File: config.mk
export PLATFORM = sky130hd
export DESIGN_NAME = maze_memory_ctrl
export DESIGN_NICKNAME = d
export VERILOG_FILES = /design/src/rtl/maze_memory_ctrl.sv
export SDC_FILE = /design/constraint.sdc
export NUM_CORES = 1
export LEC_CHECK = 0
export ABC_AREA = 1
export CORE_MARGIN = 2
export CORE_UTILIZATION = 28
export CTS_BUF_LIST = sky130_fd_sc_hd__clkbuf_8
export CTS_CLUSTER_SIZE = 20
export DETAILED_ROUTE_END_ITERATION = 12
export GPL_TIMING_DRIVEN = 0
export MAX_ROUTING_LAYER = met4
export SKIP_LAST_GASP = 1
export SLEW_MARGIN = 10
export SYNTH_ARGS = -nofsm -noshare
export SYNTH_HDL_FRONTEND = slang
export SYNTH_SLANG_ARGS = --single-unit
export TNS_END_PERCENT = 50
File: constraint.sdc
create_clock -name CLK -period 21.3 [get_ports CLK]
set_clock_uncertainty 0.15 [all_clocks]
set_input_delay 4.26 -clock CLK [delete_from_list [all_inputs] [get_ports CLK]]
set_output_delay 4.26 -clock CLK [all_outputs]
set_load 0.03 [all_outputs]
File: src/rtl/maze_memory_ctrl.sv
// maze_memory_ctrl: 256 x 1-bit maze cell store with a host RD/WR port and a serial bulk loader.
// Optional feature: define MAZE_MEM_SCRUB_EN to zero the whole array after every reset release.
// Ports: CLK rising-edge clock, RST async active-high reset;
//   X/Y cell column/row, D_in write data, RD/WR host requests, D_out registered read data;
//   Load_start/Load_valid/Load_bit serial load stream;
//   Ready high while host accesses are served, Load_done and Err one-cycle pulses.
module maze_memory_ctrl (
  input  logic       CLK,
  input  logic       RST,
  input  logic [3:0] X,
  input  logic [3:0] Y,
  input  logic       D_in,
  input  logic       RD,
  input  logic       WR,
  output logic       D_out,
  input  logic       Load_start,
  input  logic       Load_valid,
  input  logic       Load_bit,
  output logic       Ready,
  output logic       Load_done,
  output logic       Err
);
  typedef enum logic [1:0] {SCRUB, IDLE, LOAD} state_t;
`ifdef MAZE_MEM_SCRUB_EN
  localparam state_t init_st = SCRUB;
`else
  localparam state_t init_st = IDLE;
`endif
  state_t state;
  logic [7:0] cnt, wa;
  logic mem [256];
  logic we, wd, idle_acc;
  // Load_start wins over a same-cycle host access, so the access is dropped rather than served.
  always_comb begin
    idle_acc = state == IDLE && !Load_start;
    we = !RST && ((idle_acc && WR) || (state == LOAD && Load_valid && !Load_start)
`ifdef MAZE_MEM_SCRUB_EN
      || state == SCRUB
`endif
      );
    wa = state == IDLE ? {Y, X} : cnt;
    wd = state == IDLE ? D_in : state == LOAD && Load_bit;
  end
  // The array is deliberately outside the reset domain so a reset keeps cell contents.
  always_ff @(posedge CLK)
    if (we) mem[wa] <= wd;
  always_ff @(posedge CLK or posedge RST)
    if (RST) begin
      state     <= init_st;
      cnt       <= '0;
      D_out     <= 1'b0;
      Ready     <= init_st == IDLE;
      Load_done <= 1'b0;
      Err       <= 1'b0;
    end else begin
      Load_done <= 1'b0;
      Err       <= !Ready && (RD || WR);
      if (idle_acc && RD) D_out <= WR ? D_in : mem[{Y, X}];
      if (state == IDLE && Load_start) begin
        state <= LOAD;
        Ready <= 1'b0;
        cnt   <= '0;
      end else if (state == LOAD && Load_start) begin
        cnt <= '0;
      end else if ((state == LOAD && Load_valid) || state == SCRUB) begin
        cnt <= cnt + 8'd1;
        if (cnt == 8'hff) begin
          state     <= IDLE;
          Ready     <= 1'b1;
          Load_done <= state == LOAD;
        end
      end
    end
endmodule

==> flow_metrics.tcl, run 1 <==
set metrics [dict create \
    n_fill_cell 4668 \
    grt_setup_unrepaired "false" \
    ant_nets 0 \
    post-route-period-util 0.321 \
    period_minus_slack_ns 6.83 \
    required_ns 21.65 \
    yosysWarnings 0 \
    cts_resized 0 \
    antenna_found_initial 1 \
    critPathMaxFanout 10 \
    vias 9950 \
    drt_iter0_markers 1089 \
    syn_avg_cell_area_um2 9.42 \
    crit_type "primary input to flip-flop" \
    cts-buffers-inserted 47 \
    ir_drop_uv 61.4 \
    drive_gt1_frac 0.0920 \
    grt_max_degree 38 \
    numPortBuffers 16 \
    crit_top_cell "nand3_1" \
    pin_count 20 \
    cp-start-kind "primary input" \
    synth.most_common_cell "nand2_1" \
    path_cells "clkdlybuf4s50_1 -> buf_2 -> clkbuf_1 -> nand2_1 -> nand3_1 -> nand3_1 -> nand3_1 -> nand3_1 -> nand2_1 -> nand2_1 -> nand3_1 -> nand3_1 -> nand3_1 -> nand2_1 -> nand2_1" \
    hold_viol 0 \
    yosys.cell_types.count 30 \
    grt_pass1_vias 9683 \
    max_stage_delay_ns 0.79 \
    htreeDepth 2 \
    total_power_mw 1.36 \
    fmax_ghz 0.146 \
    syn-num-nets 1342 \
    dpl.hpwl_um 25700 \
    dr.pass1.iters 6 \
    start_util 0.283 \
    slew_headroom 0.310 \
    slew_violations 0 \
    synth_edf_count 256 \
    worst_setup_path_end_kind "flip-flop" \
    clock_sinks 269 \
    fin_area_um2 14500 \
    areaGrowthSynthToFinish_pct 15.8 \
    route.detailed.drc 0 \
    p_leak_nw 4.96 \
    die-area_um2 46300 \
    synth_top_area_cell "edfxtp_1" \
    grt.overflow.total 0 \
    ys_top_cells_by_area "edfxtp_1, nand3_1, nand2_1, nor2_1, dfrtp_1" \
    worstPathArrival_ns 7.18 \
    ys.flop_type "edfxtp_1" \
    clockRootBuffer "clkbuf_8" \
    synth_top_area_frac 0.616 \
    hp-class "flip-flop to flip-flop" \
    place_area_um2 13600 \
    cts_hold_buffers 0 \
    die_w_um 215 \
    die_y_um 215 \
    clock_latency_ns 0.59 \
    fin_nets 1414 \
    maxCapViolations 0 \
    drt-total-wl_um 38200 \
    setup_slack_ns 14.47 \
    whs_ns 0.340 \
    cts_tree "done" \
    outcome "finished clean" \
    place_ws_ns 13.99 \
    worst_pin_slew_ns 1.03 \
    yosys-top-cells-count "nand2_1, nor2_1, edfxtp_1, nand3_1, inv_1" \
    routabilityCongestion 0.879 \
    grt_pass1_wl_um 57400 \
    synth_cells 1325 \
    num_rows 77 \
    ys_seq_elements 269 \
    clk_pin_slew_worst_paths_ns 0.05 \
    setup_viol 0 \
    cpMaxStageDelayCell "clkbuf_1" \
    async_reset_ff_frac 0.0483 \
    avgRoutedWirePerCell_um 18.8 \
    r2r_slack_ns 18.46 \
    track_usage 0.168 \
    p_per_area_nw_per_um2 93.9 \
    via_per_inst 4.91 \
    ys_seq_area_frac 0.642 \
    clockBufferDepth 3 \
    synth_area_um2 12500 \
    coreArea_um2 44100 \
    post_cts.repair.setup_buffers 0 \
]
==> stage by stage <==
step / util / std cells / setup TNS [ns]
2_1_floorplan: - / 1325 / 0
3_3_place_gp: 0.303 / 1933 / -885.85
3_5_place_dp: 0.308 / 1940 / 0
4_1_cts: 0.328 / 2027 / 0
5_1_grt: 0.328 / 2028 / 0
6_report: 0.328 / 2028 / 0
==> path summary, 6_finish.rpt <==
path,cells after the start,from,endpoint
max reg2reg,9,state[0]$_DFFE_PP1P_,mem[230]$_DFFE_PP_
max,15,X[0],D_out$_DFFE_PP0P_
min,2,D_out$_DFFE_PP0P_,D_out$_DFFE_PP0P_
max in group asynchronous,2,RST,state[0]$_DFFE_PP1P_
min in group asynchronous,2,RST,state[1]$_DFFE_PP0P_
min reg2reg,2,D_out$_DFFE_PP0P_,D_out$_DFFE_PP0P_
==> cells by family (layout without fill, tap and decap cells) <==
family,after synthesis,after routing,share of synthesized area
other,0,1,0
AOI/OAI and AO/OA,26,26,0.0129
adders and majority gates,1,1,0.00100
buffers and inverters,146,256,0.0492
and+or+nand+nor,883,883,0.295
DFF,269,269,0.642
==> routing by layer <==
layer,track usage,vias to the layer above,wire [um]
met5,-,-,0
met4,0.0690,0,1410
met3,0.0287,110,3410
met2,0.270,459,18200
met1,0.211,4794,15200
li1,-,4587,-
==> report_power, final <==
group / switching (mW) / total (mW) / internal [mW]
combinational: 0.187 / 0.258 / 0.0709
clock: 0.213 / 0.450 / 0.237
sequential: 0.00429 / 0.650 / 0.646
total: 0.404 / 1.36 / 0.954
==> worst max-delay path: cells and delay by family <==
kind,cells,cell delay (ns)
simple gates,12,1.25
buf+inv,3,1.65
==> cell usage in the layout, fill, tap and decap left out, drive strengths merged <==
master / instances
edfxtp: 256
nor3: 3
buf: 69
and2: 1
o21ai: 17
nor3b: 2
dfstp: 1
clkbuf: 73
clkinvlp: 1
dfrtp: 12
diode: 1
nand2: 323
a21oi: 5
a211oi: 1
inv: 80
nor4: 3
nor2: 298
o21a: 2
clkdlybuf4s50: 16
bufinv: 2
nand3: 251
ha: 1
clkinv: 15
a31oi: 1
nand4: 2
==> sequential cells by signal, summed over array words and instances, names as in the netlist <==
signal / flops
D_out: 1
Err: 1
Load_done: 1
cnt: 8
mem: 256
state: 2
==> final cells by class <==
| type | instances | area, um^2 | area share |
|---|---|---|---|
| clock inverters | 38 | 206 | 0.0143 |
| inverters | 60 | 225 | 0.0156 |
| repair buffers | 23 | 338 | 0.0234 |
| flip-flops and latches | 269 | 8010 | 0.554 |
| clock buffers | 49 | 674 | 0.0467 |
| multi-input cells | 910 | 3860 | 0.267 |
| diodes | 1 | 2.50 | 0.000173 |
| well taps | 592 | 741 | 0.0512 |
| plain buffers | 86 | 389 | 0.0269 |
(Power assumes the default switching activity.)
==> run 2, diff against run 1 <==
Clock period 21.3 ns to 6.7 ns, I/O delays scaled along.
==> run 2 against run 1 <==
Hold slack about the same. Setup slack worse by 12 ns. Critical path type unchanged. Sequential power rose to 3.2 times the previous value. Largest cell class unchanged. Critical endpoint unchanged. Via count up 1.6%. Clock power rose to 2.9 times the previous value.
==> flow_metrics.tcl, run 2 (synthesized netlist as in run 1, its figures left out) <==
set metrics [dict create \
    grt_pass1_wl_um 57200 \
    post-route-period-util 0.574 \
    grt.overflow.total 0 \
    grt_setup_unrepaired "false" \
    dr.pass1.iters 6 \
    die_w_um 215 \
    worst_setup_path_end_kind "flip-flop" \
    cts_tree "done" \
    areaGrowthSynthToFinish_pct 15.3 \
    num_rows 77 \
    fin_area_um2 14400 \
    outcome "finished clean" \
    route.detailed.drc 0 \
    die-area_um2 46300 \
    slew_headroom 0.371 \
    clock_sinks 269 \
    grt_pass1_vias 9624 \
    cpMaxStageDelayCell "clkbuf_1" \
    post_cts.repair.setup_buffers 0 \
    reg_top3 "mem x256, cnt x8, state x2" \
    maxCapViolations 0 \
    largest_reg_flops 256 \
    hold_start "D_out$_DFFE_PP0P_" \
    worstPathArrival_ns 4.20 \
    worst_pin_slew_ns 0.943 \
    final_cell_mix "nand2_1, nor2_1, edfxtp_1" \
    avgRoutedWirePerCell_um 19.2 \
    crit_top_cell "nand3_1" \
    track_usage 0.168 \
    drt_iter0_markers 1149 \
    p_leak_nw 4.93 \
    r2r_end "mem[229]$_DFFE_PP_" \
    worstSetupStartpoint "X[0]" \
    ff_latch_area_um2 8010 \
    coreArea_um2 44100 \
    die_y_um 215 \
    critPathMaxFanout 10 \
    n_fill_cell 4662 \
    period_minus_slack_ns 3.85 \
    place_area_um2 13600 \
    hold_viol 0 \
    drive_gt1_frac 0.0903 \
    start_util 0.283 \
    hold_end "D_out$_DFFE_PP0P_" \
    cts-buffers-inserted 46 \
    reg2regPathDepth 9 \
    final_util 0.326 \
    setup_viol 0 \
    clockBufferDepth 3 \
    cts_resized 0 \
    hold_path_depth 2 \
    dpl.hpwl_um 25900 \
    crit_type "primary input to flip-flop" \
    fin_nets 1414 \
    r2r-start "state[0]$_DFFE_PP1P_" \
    clockRootBuffer "clkbuf_8" \
    max_stage_delay_ns 0.73 \
    slew_violations 0 \
    r2r_slack_ns 3.87 \
    vias 10111 \
    fmax_ghz 0.260 \
    regMostFlops "mem" \
    grt_max_degree 39 \
    hp-class "flip-flop to flip-flop" \
    cts_hold_buffers 0 \
    path_cells "clkdlybuf4s50_1 -> buf_2 -> clkbuf_1 -> nand2_1 -> nand3_1 -> nand3_1 -> nand3_1 -> nand3_1 -> nand2_1 -> nand2_1 -> nand3_1 -> nand3_1 -> nand3_1 -> nand2_1 -> nand2_1" \
    fin_cells 2021 \
    whs_ns 0.340 \
    p_per_area_nw_per_um2 294 \
    antenna_found_initial 2 \
    ant_nets 0 \
    ir_drop_uv 187 \
    clock_latency_ns 0.59 \
    pin_count 20 \
    drt-total-wl_um 38700 \
    via_per_inst 5.00 \
    htreeDepth 2 \
    place_inst 1941 \
    clk_pin_slew_worst_paths_ns 0.05 \
    multi_input_area_um2 3860 \
    required_ns 7.06 \
    cp-start-kind "primary input" \
    numPortBuffers 16 \
    routabilityCongestion 0.867 \
    final_common_cell "nand2_1" \
]
==> run 2: cell count changes in the layout (fill, tap and decap cells not counted), moves of 2 or more <==
cell       delta
buf_12        -2
clkbuf_8      -2
bufinv_16     -2
buf_16        +3
clkinv_1      -3
==> run 2: how the worst max path moves through the flow <==
stage | end | slack (ns) | depth (start not counted)
floorplan | mem[0]$_DFFE_PP_ | 0.58 | 2
global placement | mem[237]$_DFFE_PP_ | -2.72 | 3
detailed placement | D_out$_DFFE_PP0P_ | 2.32 | 15
CTS | D_out$_DFFE_PP0P_ | 2.90 | 15
global route | D_out$_DFFE_PP0P_ | 2.71 | 15
finish | D_out$_DFFE_PP0P_ | 2.85 | 15
==> run 2: power by group <==
| part | internal (mW) | switching [mW] |
|---|---|---|
| Clock | 0.646 | 0.666 |
| Combinational | 0.247 | 0.604 |
| Sequential | 2.05 | 0.0142 |
==> run 2: final cells by class <==
cell class / count / share of cell area
diodes: 1 / 0.000174
flip-flops and latches: 269 / 0.557
plain buffers: 86 / 0.0270
inverters: 60 / 0.0156
repair buffers: 24 / 0.0264
well taps: 592 / 0.0514
clock inverters: 32 / 0.00930
clock buffers: 47 / 0.0449
multi-input cells: 910 / 0.268
==> run 2: per-layer routing <==
metal | up-vias | wire (um) | track usage
met2 | 475 | 18400 | 0.271
met3 | 117 | 3240 | 0.0219
li1 | 4587 | - | -
met1 | 4932 | 15600 | 0.213
met4 | 0 | 1450 | 0.0733
met5 | - | 0 | -
==> run 2: per-stage QoR <==
step                power [mW]  setup slack (ns)  TNS (ns)
global route              4.38              2.71         0
finish                    4.23              2.85         0
CTS                       4.23              2.90         0
global placement          2.89             -2.72   -694.51
detailed placement        2.94              2.32         0
floorplan                 2.60             0.581         0
==> run 2: worst max-delay path: cells and delay by family <==
kind,cells,cell delay [ns]
buffers and inverters,3,1.58
AND/OR/NAND/NOR,12,1.26
==> edit 1, RTL diff (flow settings as in run 1) <==
Build with the macro `MAZE_MEM_SCRUB_EN` defined.
--- a/src/rtl/maze_memory_ctrl.sv
+++ b/src/rtl/maze_memory_ctrl.sv
@@ -6,2 +6,4 @@
 //   Ready high while host accesses are served, Load_done and Err one-cycle pulses.
+`define MAZE_MEM_SCRUB_EN
+
 module maze_memory_ctrl (
Function: changed (Yosys sat finds a counterexample within 4 cycles, from zero or initial values and one cycle with RST high).
==> edit 1 against run 1 <==
Non-clock buffer count unchanged. Worst setup slack better by 0.026 ns. Wire length down 3.1%. Area after synthesis up 2.0%. Highest routed layer unchanged. Sequential cell count unchanged. Design area up 1.0%. Hold slack better by 0.0026 ns. Sequential share of layout area down 0.56 points. First-iteration DRC count down 2.1%.
Power is not compared: it rests on default switching activity, and its combinational part moved more than twofold at a synthesized area within 25%.
==> edit 1: results (changes against run 1) <==
Fillers=4,675 (was 4,668); dpl hpwl=24,760 µm (was 25,670 µm); actual slew at the worst max-slew pin=0.8682 ns (was 1.035 ns); Via density=4.899 (was 4.906); worst-case reg-to-reg path depth=11 (was 9); H-tree levels=2 (unchanged); syn nets=1,324 (was 1,342); global-route wire length before repair=56,060 µm (was 57,410 µm); Top Usage Layer GRT=met2 (unchanged); initial antenna violation count=0 (was 1); Max Root-Sink Buffers=3 (unchanged); CTS buffer count=46 (was 47); met3 Usage GRT=2.027% (was 2.873%); ant diodes=0 (was 1); initial DRC count=1,066 (was 1,089); clock slew seen by the registers of the worst setup and hold paths=0.05 ns (about the same); Post-Route WL=36,970 µm (was 38,150 µm); CP arrival=6.93 ns (was 7.18 ns); Reg area=8013 µm² (was 8014 µm²); Post-synth top cells=nand2_1, edfxtp_1, nand3_1, nor2_1, buf_2 (was nand2_1, nor2_1, edfxtp_1, nand3_1, inv_1); sequential share of the synthesized area=62.94% (was 64.20%); status=completed (unchanged); CP max stage cell=clkbuf_1 (unchanged); layout cells sized above 1=14.75% (was 9.199%); post-synth cell types=28 (was 30); final-stage net count=1,395 (was 1,414); Setup Buffers After CTS=0 (unchanged); Initial DRT Pass Iterations=6 (unchanged); synth top area cells=edfxtp_1, nand3_1, nand2_1, nor2_1, dfrtp_1 (unchanged); EDFF count, synth=256 (unchanged); Leakage=5.096 nW; GR Util All Layers=16.16% (was 16.83%); largest net degree at the start of global routing=43 (was 38); largest registers=mem: 256 flops, cnt: 8 flops, state: 2 flops (unchanged); Placed Instance Area=13,820 µm² (was 13,570 µm²); Clk Latency, worst-skew pair=0.58 ns; gpl congestion=0.8396 (was 0.8789); met2 GRT Util=26.29% (was 26.99%); CP max stage delay=0.67 ns (was 0.79 ns); met1 Resource Use GR=20.96% (was 21.11%); vias in the first global route=9,384 (was 9,683); Critical Path Fanout Max=10 (unchanged)
## edit 1: changes by cell type after synthesis, moves of 3 or more
cell | run 1 | this run
nand2_2 | 2 | 16
a21oi_1 | 4 | 7
nand2_1 | 321 | 307
nor2_1 | 294 | 246
o21ai_1 | 4 | 1
buf_6 | 1 | 11
nand2_4 | 0 | 10
o21ai_0 | 8 | 11
buf_1 | 14 | 8
inv_1 | 50 | 30
nor2_2 | 2 | 46
nor4_1 | 3 | 0
clkbuf_1 | 24 | 18
## edit 1: per-layer routing
layer  vias up  routed length [µm]
met5         -                   0
met1      4835               15400
met4         0                 919
met2       403               17770
li1       4535                   -
met3        74                2870
## edit 1: cell families after synthesis
family | count (synthesis) | synth area share, %
AND/OR/NAND/NOR | 885 | 30.67
AO/OA/AOI/OAI | 26 | 1.346
adder cells (fa/ha/maj) | 1 | 0.09826
buffers and inverters | 126 | 4.944
flip-flops | 269 | 62.94
## edit 1: final timing paths
kind	to	slack, ns	start
worst min register to register	D_out	0.34	D_out
worst max register to register	mem[90]	18.69	state[0]
min in group asynchronous	cnt[5]	3.90	RST
worst min-delay path	D_out	0.34	D_out
max in group asynchronous	cnt[4]	16.74	RST
worst max-delay path	mem[90]	14.49	X[1]
## edit 1: layout make-up
class | count | share of cell area [%]
inverter | 40 | 1.045
sequential | 269 | 54.88
tap | 600 | 5.142
clock inverter | 33 | 0.9427
timing repair buffer | 23 | 2.211
buffer | 86 | 3.265
multi-input combinational | 912 | 28.08
clock buffer | 47 | 4.431
## edit 1: worst max-delay path, delay by kind of cell
| family | cells | cell delay [ns] |
|---|---|---|
| buf+inv | 4 | 1.67 |
| compound gates | 1 | 0.32 |
| simple gates | 4 | 0.67 |
## edit 1: through the flow
stage | instances | worst slack [ns]
after floorplan | 1307 | 4.754
after global placement | 1923 | -3.782
after detailed placement | 1930 | 13.99
after CTS | 2010 | 14.58
after global routing | 2010 | 14.29
final | 2010 | 14.49
## edit 1: power by group
| group | switching [mW] | internal, mW |
|---|---|---|
| Clock | 0.208 | 0.204 |
| Sequential | 0.00149 | 0.596 |
| Combinational | 0.0830 | 0.0327 |
| Total | 0.293 | 0.832 |
==> edit 2, RTL diff (config.mk and constraints of run 1) <==
Without the edit above. Reset style: synchronous (`RST`), changed in one clocked block. Comments in the files are not updated.
--- a/src/rtl/maze_memory_ctrl.sv
+++ b/src/rtl/maze_memory_ctrl.sv
@@ -46,3 +46,3 @@
     if (we) mem[wa] <= wd;
-  always_ff @(posedge CLK or posedge RST)
+  always_ff @(posedge CLK)
     if (RST) begin
Formal check against the unedited RTL: differs if RST is asserted again (counterexample within 4 cycles, from zero or initial values and one cycle with RST high); with RST held inactive, the same outputs for 4 cycles.
==> edit 2 against run 1 <==
Global-route usage fell by 0.15 points. Area after synthesis up 1.2%. Design area grew 0.12%. Wire length up 0.89%. Die area increased by 1.2%. Register-to-register slack gained 0.11 ns. Sequential cell count did not move. Count of clock-buffer cells in the layout rose by 2. Worst setup slack better by 0.056 ns. Fmax up 0.83%. Largest cell class unchanged.
Power is not compared: it rests on default switching activity, and its combinational part moved more than twofold at a synthesized area within 25%.
==> edit 2: results (changes against run 1) <==
num sequential=269 (unchanged); fraction of area in multi-input gates=27.75% (was 26.74%); pre-CTS setup slack=13.99 ns (about the same); Top FF cell, synth=edfxtp_1 (unchanged); CP max stage delay=0.65 ns (was 0.79 ns); flop-to-flop setup slack=18.57 ns (was 18.46 ns); Fillers=4,585 (was 4,668); vias in the first global route=9,465 (was 9,683); CP arrival=7.08 ns (was 7.18 ns); clock network area share=5.905% (was 6.094%); gpl congestion=0.9614 (was 0.8789); post-synth cell types=28 (was 30); Hold Crit Endpoint=D_out (unchanged); fin cells=2,046 (was 2,028); worst-case reg-to-reg path depth=12 (was 9); CTS buffer count=45 (was 47); nonclk buf count=108 (was 109); Clk Latency, worst-skew pair=0.56 ns (was 0.59 ns); #MultiIn Comb=932 (was 910); Sw Pwr=0.3023 mW; Worst Min Path Start=D_out (unchanged); # clk buffers=51 (was 49); met1 WL=16,000 µm (was 15,170 µm); sequential share of the synthesized area=62.91% (was 64.20%); global-route wire length before repair=57,480 µm (was 57,410 µm); dpl hpwl=25,840 µm (was 25,670 µm); clock slew seen by the registers of the worst setup and hold paths=0.07 ns (was 0.05 ns); largest net degree at the start of global routing=93 (was 38); syn avg cell area=9.337 µm² (was 9.420 µm²); Via density=4.903 (was 4.906); Non-clk invs=63 (was 60); CP max stage cell=buf_1 (was clkbuf_1); synth top area cells=edfxtp_1, nand3_1, nand2_1, nor2_1, dfxtp_1 (was edfxtp_1, nand3_1, nand2_1, nor2_1, dfrtp_1); critical path startpoint=X[1] (was X[0]); Critical Path End=D_out (unchanged); actual slew at the worst max-slew pin=0.9467 ns (was 1.035 ns); ys async rst share=0% (was 4.833%); ant diodes=0 (was 1); met3 Usage GRT=2.835% (was 2.873%); GR Util All Layers=16.68% (was 16.83%); status=completed (unchanged); layout cells sized above 1=10.25% (was 9.199%); port bufs=16 (unchanged); met2 GRT Util=26.47% (was 26.99%); met1 Resource Use GR=21.62% (was 21.11%); WL met2=18,070 µm (was 18,160 µm); FF-to-FF End=mem[128] (was mem[230])
[edit 2: cell types whose count changed after synthesis, sizes merged, moves of 5 or more]
cell / change
a21oi: +15
dfxtp: +13
dfrtp: -12
buf: +11
nor2: +11
o21ai: -11
clkbuf: -8
nand3: +6
nor3: +5
[edit 2: stage by stage]
stage / util [%] / cell area (µm²) / power [mW] / hold slack, ns
final: 32.59 / 14470 / 1.154 / 0.3260
after global routing: 32.59 / 14470 / 1.190 / 0.3597
after CTS: 32.59 / 14470 / 1.156 / 0.3288
after detailed placement: 30.66 / 13620 / 0.7226 / 0.3195
after global placement: 30.47 / 13530 / 0.7252 / 0.3099
after floorplan: - / 12630 / 0.6790 / 0.3062
[edit 2: cells by family after synthesis]
| group | count (synthesis) | synth area share (%) |
|---|---|---|
| buf+inv | 152 | 5.368 |
| flops | 269 | 62.91 |
| simple gates | 903 | 30.05 |
| compound gates | 28 | 1.575 |
| fa+ha+maj | 1 | 0.09902 |
